==> config.mk <==
export PLATFORM = sky130hd
export DESIGN_NAME = axis_axil_cmd_master
export DESIGN_NICKNAME = d
export VERILOG_FILES = /design/src/rtl/axis_axil_cmd_master.sv
export SDC_FILE = /design/constraint.sdc
export NUM_CORES = 1
export LEC_CHECK = 0
export CAP_MARGIN = 20
export CORE_ASPECT_RATIO = 1.5
export CORE_MARGIN = 2
export CORE_UTILIZATION = 52
export DETAILED_ROUTE_END_ITERATION = 7
export PLACE_DENSITY = 0.85
export SETUP_SLACK_MARGIN = 0.3
export SLEW_MARGIN = 20
export SYNTH_ARGS = -nofsm -noshare
export SYNTH_HDL_FRONTEND = slang
export SYNTH_SLANG_ARGS = --single-unit
export TNS_END_PERCENT = 1
==> constraint.sdc <==
create_clock -name clk_i -period 7.76 [get_ports clk_i]
set_clock_uncertainty 0.05 [all_clocks]
set_input_delay 1.94 -clock clk_i [delete_from_list [all_inputs] [get_ports clk_i]]
set_output_delay 1.94 -clock clk_i [all_outputs]
set_load 0.05 [all_outputs]
==> src/rtl/axis_axil_cmd_master.sv <==
// Byte-stream command front end that issues single AXI-Lite reads/writes and streams back status/data.
// Optional handshake watchdog: define AXIS_AXIL_CMD_MASTER_TIMEOUT_EN.
module axis_axil_cmd_master #(
  parameter int AXIL_ADDR_WIDTH = 32,
  parameter int AXIL_DATA_WIDTH = 32,
  parameter int TIMEOUT_CYCLES  = 1024
) (
  input  logic                       clk_i,
  input  logic                       arstn_i,
  input  logic [7:0]                 s_axis_tdata,
  input  logic                       s_axis_tvalid,
  output logic                       s_axis_tready,
  output logic [7:0]                 m_axis_tdata,
  output logic                       m_axis_tvalid,
  output logic                       m_axis_tlast,
  input  logic                       m_axis_tready,
  output logic [AXIL_ADDR_WIDTH-1:0] m_axil_awaddr,
  output logic                       m_axil_awvalid,
  input  logic                       m_axil_awready,
  output logic [AXIL_DATA_WIDTH-1:0] m_axil_wdata,
  output logic [3:0]                 m_axil_wstrb,
  output logic                       m_axil_wvalid,
  input  logic                       m_axil_wready,
  input  logic [1:0]                 m_axil_bresp,
  input  logic                       m_axil_bvalid,
  output logic                       m_axil_bready,
  output logic [AXIL_ADDR_WIDTH-1:0] m_axil_araddr,
  output logic                       m_axil_arvalid,
  input  logic                       m_axil_arready,
  input  logic [AXIL_DATA_WIDTH-1:0] m_axil_rdata,
  input  logic [1:0]                 m_axil_rresp,
  input  logic                       m_axil_rvalid,
  output logic                       m_axil_rready
);

  typedef enum logic [3:0] {
    IDLE, GET_ADDR, GET_DATA, WR_REQ, WR_RESP, RD_REQ, RD_RESP, TX_STATUS, TX_DATA
  } state_t;

  localparam logic [7:0] OP_WRITE   = 8'h01;
  localparam logic [7:0] OP_READ    = 8'h02;
  localparam logic [7:0] ST_BAD_OP  = 8'hEE;
  localparam logic [7:0] ST_TIMEOUT = 8'hFF;

  if (AXIL_ADDR_WIDTH != 32 || AXIL_DATA_WIDTH != 32 || TIMEOUT_CYCLES < 2) begin : g_cfg_check
    $error("axis_axil_cmd_master: only 32-bit address/data and TIMEOUT_CYCLES >= 2 are supported");
  end

  state_t                     state;
  logic                       is_read;
  logic                       send_data;
  logic                       aw_done;
  logic                       w_done;
  logic [1:0]                 byte_cnt;
  logic [AXIL_ADDR_WIDTH-1:0] addr_q;
  logic [AXIL_DATA_WIDTH-1:0] wdata_q;
  logic [AXIL_DATA_WIDTH-1:0] rdata_q;

  logic s_fire;
  logic m_fire;
  logic aw_ok;
  logic w_ok;

  assign s_fire = s_axis_tvalid && s_axis_tready;
  assign m_fire = m_axis_tvalid && m_axis_tready;
  // A channel is finished once its handshake has happened, either earlier or on this edge.
  assign aw_ok  = aw_done || (m_axil_awvalid && m_axil_awready);
  assign w_ok   = w_done  || (m_axil_wvalid  && m_axil_wready);

  assign m_axil_awaddr = addr_q;
  assign m_axil_araddr = addr_q;
  assign m_axil_wdata  = wdata_q;
  assign m_axil_wstrb  = 4'hF;

`ifdef AXIS_AXIL_CMD_MASTER_TIMEOUT_EN
  localparam int              TO_W    = (TIMEOUT_CYCLES > 2) ? $clog2(TIMEOUT_CYCLES) : 1;
  localparam logic [TO_W-1:0] TO_LAST = TO_W'(TIMEOUT_CYCLES - 1);

  logic [TO_W-1:0] to_cnt;
  logic            waiting;
  logic            done_now;
  logic            to_hit;

  assign waiting  = (state == WR_REQ) || (state == WR_RESP) ||
                    (state == RD_REQ) || (state == RD_RESP);
  // Completion on the same edge as expiry wins over the timeout.
  assign done_now = ((state == WR_REQ)  && aw_ok && w_ok) ||
                    ((state == WR_RESP) && m_axil_bvalid) ||
                    ((state == RD_REQ)  && m_axil_arready) ||
                    ((state == RD_RESP) && m_axil_rvalid);
  assign to_hit   = waiting && !done_now && (to_cnt == TO_LAST);
`endif

  always_ff @(posedge clk_i) begin
    if (!arstn_i) begin
      state          <= IDLE;
      s_axis_tready  <= 1'b0;
      m_axis_tdata   <= 8'h00;
      m_axis_tvalid  <= 1'b0;
      m_axis_tlast   <= 1'b0;
      m_axil_awvalid <= 1'b0;
      m_axil_wvalid  <= 1'b0;
      m_axil_bready  <= 1'b0;
      m_axil_arvalid <= 1'b0;
      m_axil_rready  <= 1'b0;
      addr_q         <= '0;
      wdata_q        <= '0;
      byte_cnt       <= 2'd0;
      is_read        <= 1'b0;
      send_data      <= 1'b0;
      aw_done        <= 1'b0;
      w_done         <= 1'b0;
`ifdef AXIS_AXIL_CMD_MASTER_TIMEOUT_EN
      to_cnt         <= '0;
`endif
    end else begin
`ifdef AXIS_AXIL_CMD_MASTER_TIMEOUT_EN
      to_cnt <= to_cnt + 1'b1;
      if (to_hit) begin
        m_axil_awvalid <= 1'b0;
        m_axil_wvalid  <= 1'b0;
        m_axil_bready  <= 1'b0;
        m_axil_arvalid <= 1'b0;
        m_axil_rready  <= 1'b0;
        m_axis_tdata   <= ST_TIMEOUT;
        m_axis_tlast   <= 1'b1;
        m_axis_tvalid  <= 1'b1;
        send_data      <= 1'b0;
        state          <= TX_STATUS;
      end else
`endif
      case (state)
        IDLE: begin
          s_axis_tready <= 1'b1;
          if (s_fire) begin
            if (s_axis_tdata == OP_WRITE || s_axis_tdata == OP_READ) begin
              is_read  <= (s_axis_tdata == OP_READ);
              byte_cnt <= 2'd0;
              state    <= GET_ADDR;
            end else begin
              s_axis_tready <= 1'b0;
              m_axis_tdata  <= ST_BAD_OP;
              m_axis_tlast  <= 1'b1;
              m_axis_tvalid <= 1'b1;
              send_data     <= 1'b0;
              state         <= TX_STATUS;
            end
          end
        end

        GET_ADDR: begin
          if (s_fire) begin
            addr_q   <= {addr_q[AXIL_ADDR_WIDTH-9:0], s_axis_tdata};
            byte_cnt <= byte_cnt + 2'd1;
            if (byte_cnt == 2'd3) begin
              byte_cnt <= 2'd0;
              if (is_read) begin
                s_axis_tready  <= 1'b0;
                m_axil_arvalid <= 1'b1;
`ifdef AXIS_AXIL_CMD_MASTER_TIMEOUT_EN
                to_cnt         <= '0;
`endif
                state          <= RD_REQ;
              end else begin
                state <= GET_DATA;
              end
            end
          end
        end

        GET_DATA: begin
          if (s_fire) begin
            wdata_q  <= {wdata_q[AXIL_DATA_WIDTH-9:0], s_axis_tdata};
            byte_cnt <= byte_cnt + 2'd1;
            if (byte_cnt == 2'd3) begin
              byte_cnt       <= 2'd0;
              s_axis_tready  <= 1'b0;
              m_axil_awvalid <= 1'b1;
              m_axil_wvalid  <= 1'b1;
              aw_done        <= 1'b0;
              w_done         <= 1'b0;
`ifdef AXIS_AXIL_CMD_MASTER_TIMEOUT_EN
              to_cnt         <= '0;
`endif
              state          <= WR_REQ;
            end
          end
        end

        WR_REQ: begin
          if (m_axil_awvalid && m_axil_awready) begin
            m_axil_awvalid <= 1'b0;
            aw_done        <= 1'b1;
          end
          if (m_axil_wvalid && m_axil_wready) begin
            m_axil_wvalid <= 1'b0;
            w_done        <= 1'b1;
          end
          if (aw_ok && w_ok) begin
            m_axil_bready <= 1'b1;
            state         <= WR_RESP;
          end
        end

        WR_RESP: begin
          if (m_axil_bvalid) begin
            m_axil_bready <= 1'b0;
            m_axis_tdata  <= {6'b0, m_axil_bresp};
            m_axis_tlast  <= 1'b1;
            m_axis_tvalid <= 1'b1;
            send_data     <= 1'b0;
            state         <= TX_STATUS;
          end
        end

        RD_REQ: begin
          if (m_axil_arready) begin
            m_axil_arvalid <= 1'b0;
            m_axil_rready  <= 1'b1;
            state          <= RD_RESP;
          end
        end

        RD_RESP: begin
          if (m_axil_rvalid) begin
            m_axil_rready <= 1'b0;
            rdata_q       <= m_axil_rdata;
            m_axis_tdata  <= {6'b0, m_axil_rresp};
            m_axis_tlast  <= 1'b0;
            m_axis_tvalid <= 1'b1;
            send_data     <= 1'b1;
            state         <= TX_STATUS;
          end
        end

        TX_STATUS: begin
          if (m_fire) begin
            if (send_data) begin
              m_axis_tdata <= rdata_q[AXIL_DATA_WIDTH-1 -: 8];
              rdata_q      <= {rdata_q[AXIL_DATA_WIDTH-9:0], 8'h00};
              m_axis_tlast <= 1'b0;
              byte_cnt     <= 2'd0;
              state        <= TX_DATA;
            end else begin
              m_axis_tvalid <= 1'b0;
              m_axis_tlast  <= 1'b0;
              s_axis_tready <= 1'b1;
              state         <= IDLE;
            end
          end
        end

        TX_DATA: begin
          // rdata_q is pre-shifted so its top byte is always the next one to present.
          if (m_fire) begin
            if (byte_cnt == 2'd3) begin
              m_axis_tvalid <= 1'b0;
              m_axis_tlast  <= 1'b0;
              s_axis_tready <= 1'b1;
              send_data     <= 1'b0;
              state         <= IDLE;
            end else begin
              m_axis_tdata <= rdata_q[AXIL_DATA_WIDTH-1 -: 8];
              rdata_q      <= {rdata_q[AXIL_DATA_WIDTH-9:0], 8'h00};
              m_axis_tlast <= (byte_cnt == 2'd2);
              byte_cnt     <= byte_cnt + 2'd1;
            end
          end
        end

        default: state <= IDLE;
      endcase
    end
  end

endmodule

==> flow_summary.ini <==
[run_status]
status = completed

[yosys]
synth_ff_type = dfxtp_1
synth_top_family_by_area = simple AND/OR/NAND/NOR gates
synth_compound_area_frac = 0.145
synth_cell_types = 73
syn_inst = 680
netlist_area_um2 = 5810
muxShareOfSynthArea = 0.0224
yosys.area_share.simple = 0.252
synthAdderAreaFrac = 0.00431
ys_seq_area_frac = 0.476
ys.warnings.count = 0
synth_xor_area_frac = 0.00151
yosys_register_bits = 122
syn_area_per_cell_um2 = 8.54
synthArstFlopShare = 0
synth_edf_count = 32

[job]
cap_violations = 0

[power]
switching_share = 0.323
combPwrFrac = 0.256
p_int_w = 0.00133
p_leak_nw = 2.79
clkPwrFrac = 0.373
power.density_nw_per_um2 = 254
p_seq_frac = 0.370
p_sw_w = 0.000635
finalPower_w = 0.00196
vdd_drop_max_uv = 185

[critical_path]
crit_required_ns = 8.03
crit_path_end_kind = register
arrival_ns = 4.10
r2r_setup_slack_ns = 5.03
worstSetupStartpointType = primary input
crit_type = primary input to register
rr_worst_depth = 4
worstReg2RegStart = state[1]
r2r-end = rdata_q[29]
crit_fanout = 33

[timing]
tns_ns = 0
worstMarginPinSlew_ns = 1.07
slew_viol_final = 0
fin_ws_ns = 3.93
period_share = 0.494
rsz0062_at_grt = false
setup_viol = 0
maxSlewHeadroom = 0.287
max_freq_mhz = 261
fin_crit_ns = 3.83
finalHoldViolations = 0

[cells_and_area]
layout_common_cells = nand2_1 (230), clkdlybuf4s50_1 (164), dfxtp_1 (90), a21oi_1 (78), edfxtp_1 (32)
drive_gt1_frac = 0.0747
seqCellArea_um2 = 2760
layout.nets = 845
mostFrequentLayoutCell = nand2_1
diodes = 0
multiInputGateArea_um2 = 2490
area_growth_pct = 32.9
fillCellCount = 859

[floorplanning]
dieArea_um2 = 12000
dieHeight_um = 133
initial_core_util = 0.531
core_um2 = 10900
dieWidth_um = 90.3
ios = 169
fp-row-count = 47

[drt]
drtIter0Drc = 262
drt-total-wl_mm = 15.4
route.detailed.drc = 0
ant_nets = 0
wl_per_cell_um = 16.2
detail_route.vias_per_cell = 5.54
first_pass_iters = 5
num_vias = 5267

[hold_path]
min_to = m_axil_wdata[24]
hold_class = register to register
hold-path-cell-count = 2
hold_start = m_axil_wdata[24]

[placement]
dp_hpwl_mm = 10.9
io_buffers = 164
place_ws_ns = 3.51
gp_congestion = 0.869

[global_routing]
grt_overflow = 0
grt_use_total = 0.258
grt_pass1_vias = 5157
antenna_found_initial = 0
grt_pass1_wl_mm = 25.0
grt_max_degree = 54

[cts]
path_clk_slew_ns = 0.06
cts_hold_repair.buffers = 0
cts_sinks = 122
insertion_delay_ns = 0.41
numCtsBuffers = 17
cts_tree = yes
cts_setup_buffers = 0
cts_root_buffer = clkbuf_16
clockBufferDepth = 2
cts_resized = 0
h-tree-depth = 4
worst max-delay path by stage:
stage	slack, ns	depth (start not counted)	startpoint	to
after CTS	3.91	5	s_axis_tvalid	m_axil_araddr[10]
after floorplan	3.95	4	m_axis_tready	rdata_q[0]
after global routing	3.80	5	s_axis_tvalid	m_axil_araddr[26]
after global placement	3.68	5	s_axis_tvalid	m_axil_araddr[2]
final	3.93	5	s_axis_tvalid	m_axil_araddr[10]
after detailed placement	3.51	5	s_axis_tvalid	m_axil_araddr[30]
state kept, by name (all words and copies together) (netlist names), 2 cells and up:
| register | cells |
|---|---|
| m_axil_araddr | 32 |
| state | 4 |
| rdata_q | 32 |
| byte_cnt | 2 |
| m_axil_wdata | 32 |
| m_axis_tdata | 8 |
through the flow:
step	hold slack, ns	cell area, um^2	util	std cells
2_1_floorplan	0.386	5820	-	683
3_3_place_gp	0.391	7140	0.653	917
3_5_place_dp	0.397	7140	0.653	917
4_1_cts	0.405	7700	0.704	949
5_1_grt	0.431	7720	0.706	950
6_report	0.406	7720	0.706	950
cells by family (layout without fill, tap and decap cells):
group,after synthesis,after routing
simple gates,316,316
xor+xnor,1,1
compound gates,135,135
fa+ha+maj,2,2
buf+inv,90,210
mux,13,13
flops,122,122
other cells,1,4
area by class of cell:
class	count	share of cell area
clock buffer	19	0.0562
clock inverter	13	0.0159
inverter	7	0.00340
multi-input combinational	471	0.322
sequential	122	0.358
tap	147	0.0238
timing repair buffer	171	0.220
worst max-delay path, stage by stage:
cell	delay, ns
clkdlybuf4s50_1	0.53
and2_0	0.32
and3_1	0.92
nand2_1	0.14
a21oi_1	0.24
power groups by stage:
stage / Sequential [W] / Clock, W / Combinational [W]
2_1_floorplan: 0.000786 / 0 / 0.000332
3_3_place_gp: 0.000739 / 0 / 0.000489
3_5_place_dp: 0.000740 / 0 / 0.000496
4_1_cts: 0.000727 / 0.000740 / 0.000500
5_1_grt: 0.000733 / 0.000766 / 0.000541
6_report: 0.000727 / 0.000733 / 0.000503
cells in the mapped netlist, drive strengths merged, types with 3 or more instances:
| master | count | area [um^2] |
|---|---|---|
| a211oi | 3 | 22.5 |
| a21oi | 79 | 399 |
| a31oi | 3 | 18.8 |
| and2 | 4 | 27.5 |
| and3 | 10 | 62.6 |
| and4 | 3 | 28.8 |
| buf | 62 | 468 |
| clkbuf | 21 | 80.1 |
| dfxtp | 90 | 1800 |
| edfxtp | 32 | 961 |
| inv | 7 | 26.3 |
| mux2i | 13 | 130 |
| nand2 | 231 | 875 |
| nand2b | 4 | 25.0 |
| nand3 | 9 | 57.6 |
| nand4 | 7 | 43.8 |
| nor2 | 18 | 70.1 |
| nor2b | 3 | 18.8 |
| nor3 | 5 | 36.3 |
| nor3b | 3 | 22.5 |
| o2111ai | 4 | 35.0 |
| o211ai | 6 | 45.0 |
| o21ai | 15 | 75.1 |
| o31ai | 3 | 32.5 |
| or3 | 3 | 18.8 |
routing by layer:
metal | vias up | routed length, um | track usage
met5 | - | 0 | 0
met4 | 0 | 472 | 0.128
met3 | 44 | 1070 | 0.0617
met2 | 259 | 8210 | 0.469
met1 | 2458 | 5670 | 0.277
li1 | 2506 | - | -
Power figures use the tool's default switching activity.
